$ cat src/rtl/fir_sched_pkg.sv
// Shared types and default parameters for the FIR command scheduler.
package fir_sched_pkg;

    localparam int DEF_DATA_W    = 16;
    localparam int DEF_NUM_COEFF = 4;
    localparam int DEF_TIMEOUT   = 4;

    typedef enum logic [2:0] {
        IDLE,
        DR1,
        DR2,
        LC,
        WAIT_BUSY,
        WAIT_DONE
    } sched_state_t;

    typedef enum logic {
        OP_SAMPLE,
        OP_COEFF
    } sched_op_t;

endpackage

$ cat src/rtl/fir_sample_buf.sv
// One-entry holding register for the sample stream. It fills on a
// valid/ready handshake and empties when the scheduler launches the sample.
module fir_sample_buf
    import fir_sched_pkg::*;
#(
    parameter int DATA_W = DEF_DATA_W
) (
    input  logic              clk_i,
    input  logic              n_rst_i,
    input  logic              wr_valid_i,
    input  logic [DATA_W-1:0] wr_data_i,
    output logic              wr_ready_o,
    input  logic              pop_i,
    output logic              full_o,
    output logic [DATA_W-1:0] data_o
);

    logic              full_q, full_d;
    logic [DATA_W-1:0] data_q, data_d;

    // Fill when empty and offered; pop only ever happens while full.
    always_comb begin
        full_d = full_q;
        data_d = data_q;
        if (wr_valid_i && !full_q) begin
            full_d = 1'b1;
            data_d = wr_data_i;
        end else if (pop_i) begin
            full_d = 1'b0;
        end
    end

    // Buffer state register.
    always_ff @(posedge clk_i) begin
        if (!n_rst_i) begin
            full_q <= 1'b0;
            data_q <= '0;
        end else begin
            full_q <= full_d;
            data_q <= data_d;
        end
    end

    assign wr_ready_o = !full_q;
    assign full_o     = full_q;
    assign data_o     = data_q;

endmodule

$ cat src/rtl/fir_cmd_scheduler.sv
// Shares the FIR core between a sample stream and a coefficient stream,
// sequences dr/lc commands, tracks modwait and reports completion.
//
// state     | meaning
// ----------+-----------------------------------------------------------
// IDLE      | arbitrate; a grant loads the operand bus
// DR1       | first cycle of data-ready to the core
// DR2       | second cycle of data-ready (core re-samples dr)
// LC        | single-cycle load-coefficient to the core
// WAIT_BUSY | wait for modwait to rise, watchdog running
// WAIT_DONE | wait for modwait to fall, then report
module fir_cmd_scheduler
    import fir_sched_pkg::*;
#(
    parameter int DATA_W    = DEF_DATA_W,
    parameter int NUM_COEFF = DEF_NUM_COEFF,
    parameter int TIMEOUT   = DEF_TIMEOUT
) (
    input  logic              clk_i,
    input  logic              n_rst_i,
    input  logic              sample_valid_i,
    input  logic [DATA_W-1:0] sample_in_i,
    output logic              sample_ready_o,
    input  logic              coeff_valid_i,
    input  logic [DATA_W-1:0] coeff_in_i,
    output logic              coeff_ready_o,
    output logic              core_dr_o,
    output logic              core_lc_o,
    output logic [DATA_W-1:0] core_data_o,
    input  logic              core_modwait_i,
    input  logic              core_err_i,
    output logic              result_valid_o,
    output logic              err_pulse_o,
    output logic              timeout_flag_o,
    output logic              coeff_done_o,
    output logic              coeff_busy_o
);

    localparam int CNT_W = (NUM_COEFF > 1) ? $clog2(NUM_COEFF) : 1;
    localparam int WD_W  = $clog2(TIMEOUT + 1);
    localparam logic [CNT_W-1:0] CNT_LAST = CNT_W'(NUM_COEFF - 1);
    localparam logic [WD_W-1:0]  WD_INIT  = WD_W'(TIMEOUT);

    sched_state_t      state_q, state_d;
    sched_op_t         op_q, op_d;
    logic [CNT_W-1:0]  cnt_q, cnt_d;
    logic [WD_W-1:0]   wdog_q, wdog_d;
    logic [DATA_W-1:0] data_q, data_d;
    logic              result_q, result_d;
    logic              err_q, err_d;
    logic              done_q, done_d;
    logic              tflag_q, tflag_d;

    logic              buf_full;
    logic [DATA_W-1:0] buf_data;
    logic              buf_pop;
    logic              coeff_busy;
    logic              grant_sample;
    logic              grant_coeff;

    fir_sample_buf #(
        .DATA_W (DATA_W)
    ) u_sample_buf (
        .clk_i      (clk_i),
        .n_rst_i    (n_rst_i),
        .wr_valid_i (sample_valid_i),
        .wr_data_i  (sample_in_i),
        .wr_ready_o (sample_ready_o),
        .pop_i      (buf_pop),
        .full_o     (buf_full),
        .data_o     (buf_data)
    );

    // A reload set in progress locks out samples so the set stays contiguous.
    assign coeff_busy   = (cnt_q != '0);
    assign grant_sample = (state_q == IDLE) && buf_full && !coeff_busy;
    assign grant_coeff  = (state_q == IDLE) && coeff_valid_i && !grant_sample;
    assign buf_pop      = grant_sample;

    // Next-state, operand capture, watchdog and completion reporting.
    always_comb begin
        state_d  = state_q;
        op_d     = op_q;
        cnt_d    = cnt_q;
        wdog_d   = wdog_q;
        data_d   = data_q;
        result_d = 1'b0;
        err_d    = 1'b0;
        done_d   = 1'b0;
        tflag_d  = tflag_q;
        case (state_q)
            IDLE: begin
                wdog_d = WD_INIT;
                if (grant_sample) begin
                    data_d  = buf_data;
                    op_d    = OP_SAMPLE;
                    state_d = DR1;
                end else if (grant_coeff) begin
                    data_d  = coeff_in_i;
                    op_d    = OP_COEFF;
                    cnt_d   = (cnt_q == CNT_LAST) ? '0 : cnt_q + CNT_W'(1);
                    state_d = LC;
                end
            end
            DR1:  state_d = DR2;
            DR2:  state_d = WAIT_BUSY;
            LC:   state_d = WAIT_BUSY;
            WAIT_BUSY: begin
                if (core_modwait_i) begin
                    state_d = WAIT_DONE;
                end else if (wdog_q == WD_W'(1)) begin
                    // Coefficient count is not rolled back: the set resumes
                    // with the next coefficient.
                    state_d = IDLE;
                    err_d   = 1'b1;
                    tflag_d = 1'b1;
                end else begin
                    wdog_d = wdog_q - WD_W'(1);
                end
            end
            WAIT_DONE: begin
                if (!core_modwait_i) begin
                    state_d = IDLE;
                    if (op_q == OP_SAMPLE) begin
                        if (core_err_i) begin
                            err_d = 1'b1;
                        end else begin
                            result_d = 1'b1;
                            tflag_d  = 1'b0;
                        end
                    end else if (cnt_q == '0) begin
                        done_d = 1'b1;
                    end
                end
            end
            default: state_d = IDLE;
        endcase
    end

    // State and output registers; reset abandons any command silently.
    always_ff @(posedge clk_i) begin
        if (!n_rst_i) begin
            state_q  <= IDLE;
            op_q     <= OP_SAMPLE;
            cnt_q    <= '0;
            wdog_q   <= '0;
            data_q   <= '0;
            result_q <= 1'b0;
            err_q    <= 1'b0;
            done_q   <= 1'b0;
            tflag_q  <= 1'b0;
        end else begin
            state_q  <= state_d;
            op_q     <= op_d;
            cnt_q    <= cnt_d;
            wdog_q   <= wdog_d;
            data_q   <= data_d;
            result_q <= result_d;
            err_q    <= err_d;
            done_q   <= done_d;
            tflag_q  <= tflag_d;
        end
    end

    assign coeff_ready_o  = grant_coeff;
    assign core_dr_o      = (state_q == DR1) || (state_q == DR2);
    assign core_lc_o      = (state_q == LC);
    assign core_data_o    = data_q;
    assign result_valid_o = result_q;
    assign err_pulse_o    = err_q;
    assign timeout_flag_o = tflag_q;
    assign coeff_done_o   = done_q;
    assign coeff_busy_o   = coeff_busy;

endmodule

$ cat config.mk
export PLATFORM = sky130hd
export DESIGN_NAME = fir_cmd_scheduler
export DESIGN_NICKNAME = d
export VERILOG_FILES = /design/src/rtl/fir_sched_pkg.sv /design/src/rtl/fir_sample_buf.sv /design/src/rtl/fir_cmd_scheduler.sv
export SDC_FILE = /design/constraint.sdc
export NUM_CORES = 1
export LEC_CHECK = 0
export BUFFER_PORTS_ARGS = -buffer_cell sky130_fd_sc_hd__buf_2
export CAP_MARGIN = 0
export CORE_UTILIZATION = 30
export CTS_BUF_LIST = sky130_fd_sc_hd__clkbuf_8
export DETAILED_ROUTE_END_ITERATION = 10
export GPL_TIMING_DRIVEN = 0
export HOLD_SLACK_MARGIN = 0.08
export PLACE_DENSITY = 0.61
export SLEW_MARGIN = 25
export SYNTH_ARGS = -nofsm -noshare
export SYNTH_HDL_FRONTEND = slang
export SYNTH_SLANG_ARGS = --single-unit
$ cat constraint.sdc
create_clock -name clk_i -period 4.22 [get_ports clk_i]
set_input_delay 0.633 -clock clk_i [delete_from_list [all_inputs] [get_ports clk_i]]
set_output_delay 0.633 -clock clk_i [all_outputs]
set_load 0.005 [all_outputs]
==> results_dict.tcl <==
set metrics [dict create \
    outcome "completed" \
    clkSlewWorstSetupHoldPaths_ps 90 \
    slew_violations 0 \
    synth_edf_count 0 \
    antenna-diode-count 0 \
    crit_type "register to primary output" \
    min_period_ps 2186 \
    grt.overflow.total 0 \
    antenna_found_initial 0 \
    drive_above_1_share_pct 26.93 \
    die_x_um 86.06 \
    num_io_pins 63 \
    start_util_pct 31.20 \
    critPathArrivalTime_ps 1550 \
    path_delay_family "flip-flops" \
    syn_inst 255 \
    rows 30 \
    end_kind "primary output" \
    synth_common_cells "55 x nand2_1, 46 x dfxtp_1, 17 x and3_1" \
    htree_levels 2 \
    ir_worst_vdd_mv 0.1292 \
    tns_ps 0 \
    cts.hold.buffers_added 0 \
    drcViolationCount 0 \
    synth_fp_nets 297 \
    worstMarginPinSlew_ps 486.7 \
    max_clock_freq_ghz 0.4575 \
    cts_made_buffers 5 \
    grt_max_degree 15 \
    slowest_stage "dfxtp_1" \
    r2r_setup_slack_ps 2560 \
    yosys.cell_types.count 44 \
    setup_viol 0 \
    postRouteAntennaNets 0 \
    routed_wl_mm 5.502 \
    syn_area_um2 2120 \
    p_leak_nw 1.182 \
    clkLatencyLatePin_ps 300 \
    busiest_layer "met2" \
    cp.buffers_inverters 3 \
    cts_resized 0 \
    use_met1_pct 21.25 \
    drt_iter0_markers 116 \
    grt_pass1_vias 1855 \
    post-cts-setup-buffers 0 \
    relSlewSlack_pct 67.55 \
    avgSynthCellArea_um2 8.312 \
    wl_per_cell_um 13.13 \
    synth_seq_area_share_pct 43.45 \
    dieArea_um2 7405 \
    p_per_area_nw_per_um2 415.6 \
    cp_max_fo 4 \
    place_area_um2 2540 \
    rr_worst_depth 7 \
    firstDrtPassIters 4 \
    synth_most_common_cell "nand2_1" \
    grt_pass1_wl_mm 9.011 \
    path_cells "inv_1 > ha_1 > a21boi_1 > and2_1 > buf_2 > buf_2" \
    whs_endpoint "u_sample_buf.data_o[6]$_SDFFE_PN0P_" \
    nets 364 \
    yosysWarnings 0 \
    routabilityCongestion 0.7872 \
    cts_tree "done" \
    vias_per_cell 4.783 \
    finalClockSkew_ps 10.30 \
    hp-class "register to register" \
    area_growth_pct 24.32 \
    async_flop_share_pct 0 \
    synth_seq_cells 46 \
    cpPeakStageDelay_ps 390 \
    portBuffers 60 \
    synth_top_area_share_pct 43.45 \
    yosys-top-cells-area "dfxtp_1 43%, nand2_1 9.7%, and3_1 5.0%" \
    power.total_mw 1.095 \
    reg2reg_from "cnt_q[0]$_SDFFE_PN0P_" \
    yosys_most_used_dff "dfxtp_1" \
    reg2reg_to "core_data_o[14]$_SDFFE_PN0P_" \
    cts_sinks 46 \
    vias 2004 \
    crit_path_start_kind "register" \
    drv_cap 0 \
    cts-root-buf "clkbuf_8" \
    grt_setup_unrepaired "false" \
    yosys.area.top_type "dfxtp_1" \
    use_met3_pct 3.369 \
    grt_use_met2_pct 23.95 \
    crit_top_cell "buf_2" \
    period_share_pct 51.80 \
    dp.final_hpwl_mm 4.088 \
    final_cell_area_um2 2635 \
    hold_violations 0 \
    track_usage_pct 15.32 \
    die_h_um 86.06 \
    hold_start "u_sample_buf.data_o[6]$_SDFFE_PN0P_" \
    core_area_um2 6794 \
    holdPathStages 2 \
    worstPathRequired_ps 3590 \
    cts_buffer_depth 2 \
]
-- cell families after synthesis --
logic type	share of synthesized area [%]
and+or+nand+nor	24.03
AOI/OAI and AO/OA	21.72
DFF	43.45
buffers and inverters	7.084
adders and majority gates	2.361
muxes	0.9445
xor gates and xnor gates	0.4133
-- layout by cell type, fill, tap and decap left out, types with 4 or more instances in the layout --
cell and instances:
a21boi_1 4, ha_1 4, nand2_1 55, and3_1 17
o22ai_1 16, a31oi_1 16, inv_1 9, a21boi_0 13
clkbuf_8 6, buf_2 71, a21oi_1 4, clkbuf_1 7
nor2_1 9, dfxtp_1 46
-- per-layer routing --
metal,vias up,routed length (um)
met2,59,2502
li1,1026,-
met5,-,0
met1,913,2677
met4,0,54
met3,6,268
-- how the worst max path moves through the flow --
stage / depth (start not counted) / endpoint / startpoint
2_1_floorplan: 4 / coeff_ready_o / coeff_valid_i
6_report: 6 / coeff_ready_o / cnt_q[0]$_SDFFE_PN0P_
3_3_place_gp: 5 / coeff_ready_o / coeff_valid_i
3_5_place_dp: 5 / coeff_ready_o / coeff_valid_i
5_1_grt: 6 / coeff_ready_o / cnt_q[0]$_SDFFE_PN0P_
4_1_cts: 6 / coeff_ready_o / cnt_q[0]$_SDFFE_PN0P_
-- worst reg2reg max path, delay by kind of cell, from the launching register on --
kind,cells,cell delay [ps]
compound gates,2,280
simple gates,1,180
fa+ha+maj,1,230
buf+inv,3,500
flops,1,390
-- per-stage QoR --
stage / hold WS, ps / util (%) / setup WS (ps) / std cells
floorplan: 430.8 / - / 2364 / 255
global placement: 439.8 / 37.38 / 2110 / 411
detailed placement: 447.2 / 37.38 / 2125 / 411
CTS: 459.3 / 38.78 / 1998 / 419
global route: 484.7 / 38.78 / 1913 / 419
finish: 455.0 / 38.78 / 2034 / 419
-- final cells by class --
| class | instances | area [um2] |
|---|---|---|
| Buffer | 23 | 120.1 |
| Timing Repair Buffer | 60 | 300.3 |
| Sequential cell | 46 | 920.9 |
| Inverter | 8 | 30.03 |
| Fill cell | 713 | 4159 |
| Clock buffer | 6 | 82.58 |
| Tap cell | 96 | 120.1 |
| Clock inverter | 2 | 12.51 |
| Multi-Input combinational cell | 178 | 1049 |
-- power by group --
part / leakage [nW] / switching [mW] / total, mW / internal (mW)
combinational: 0.752 / 0.169 / 0.296 / 0.128
sequential: 0.377 / 0.0328 / 0.514 / 0.481
clock: 0.0530 / 0.152 / 0.285 / 0.133
-- registers in the layout, indices dropped and copies added, names as in the netlist --
name	cells
wdog_q	3
err_pulse_o	1
result_valid_o	1
state_q	3
coeff_done_o	1
core_data_o	16
u_sample_buf.full_o	1
op_q	1
u_sample_buf.data_o	16
cnt_q	2
timeout_flag_o	1
Power figures use the tool's default switching activity.
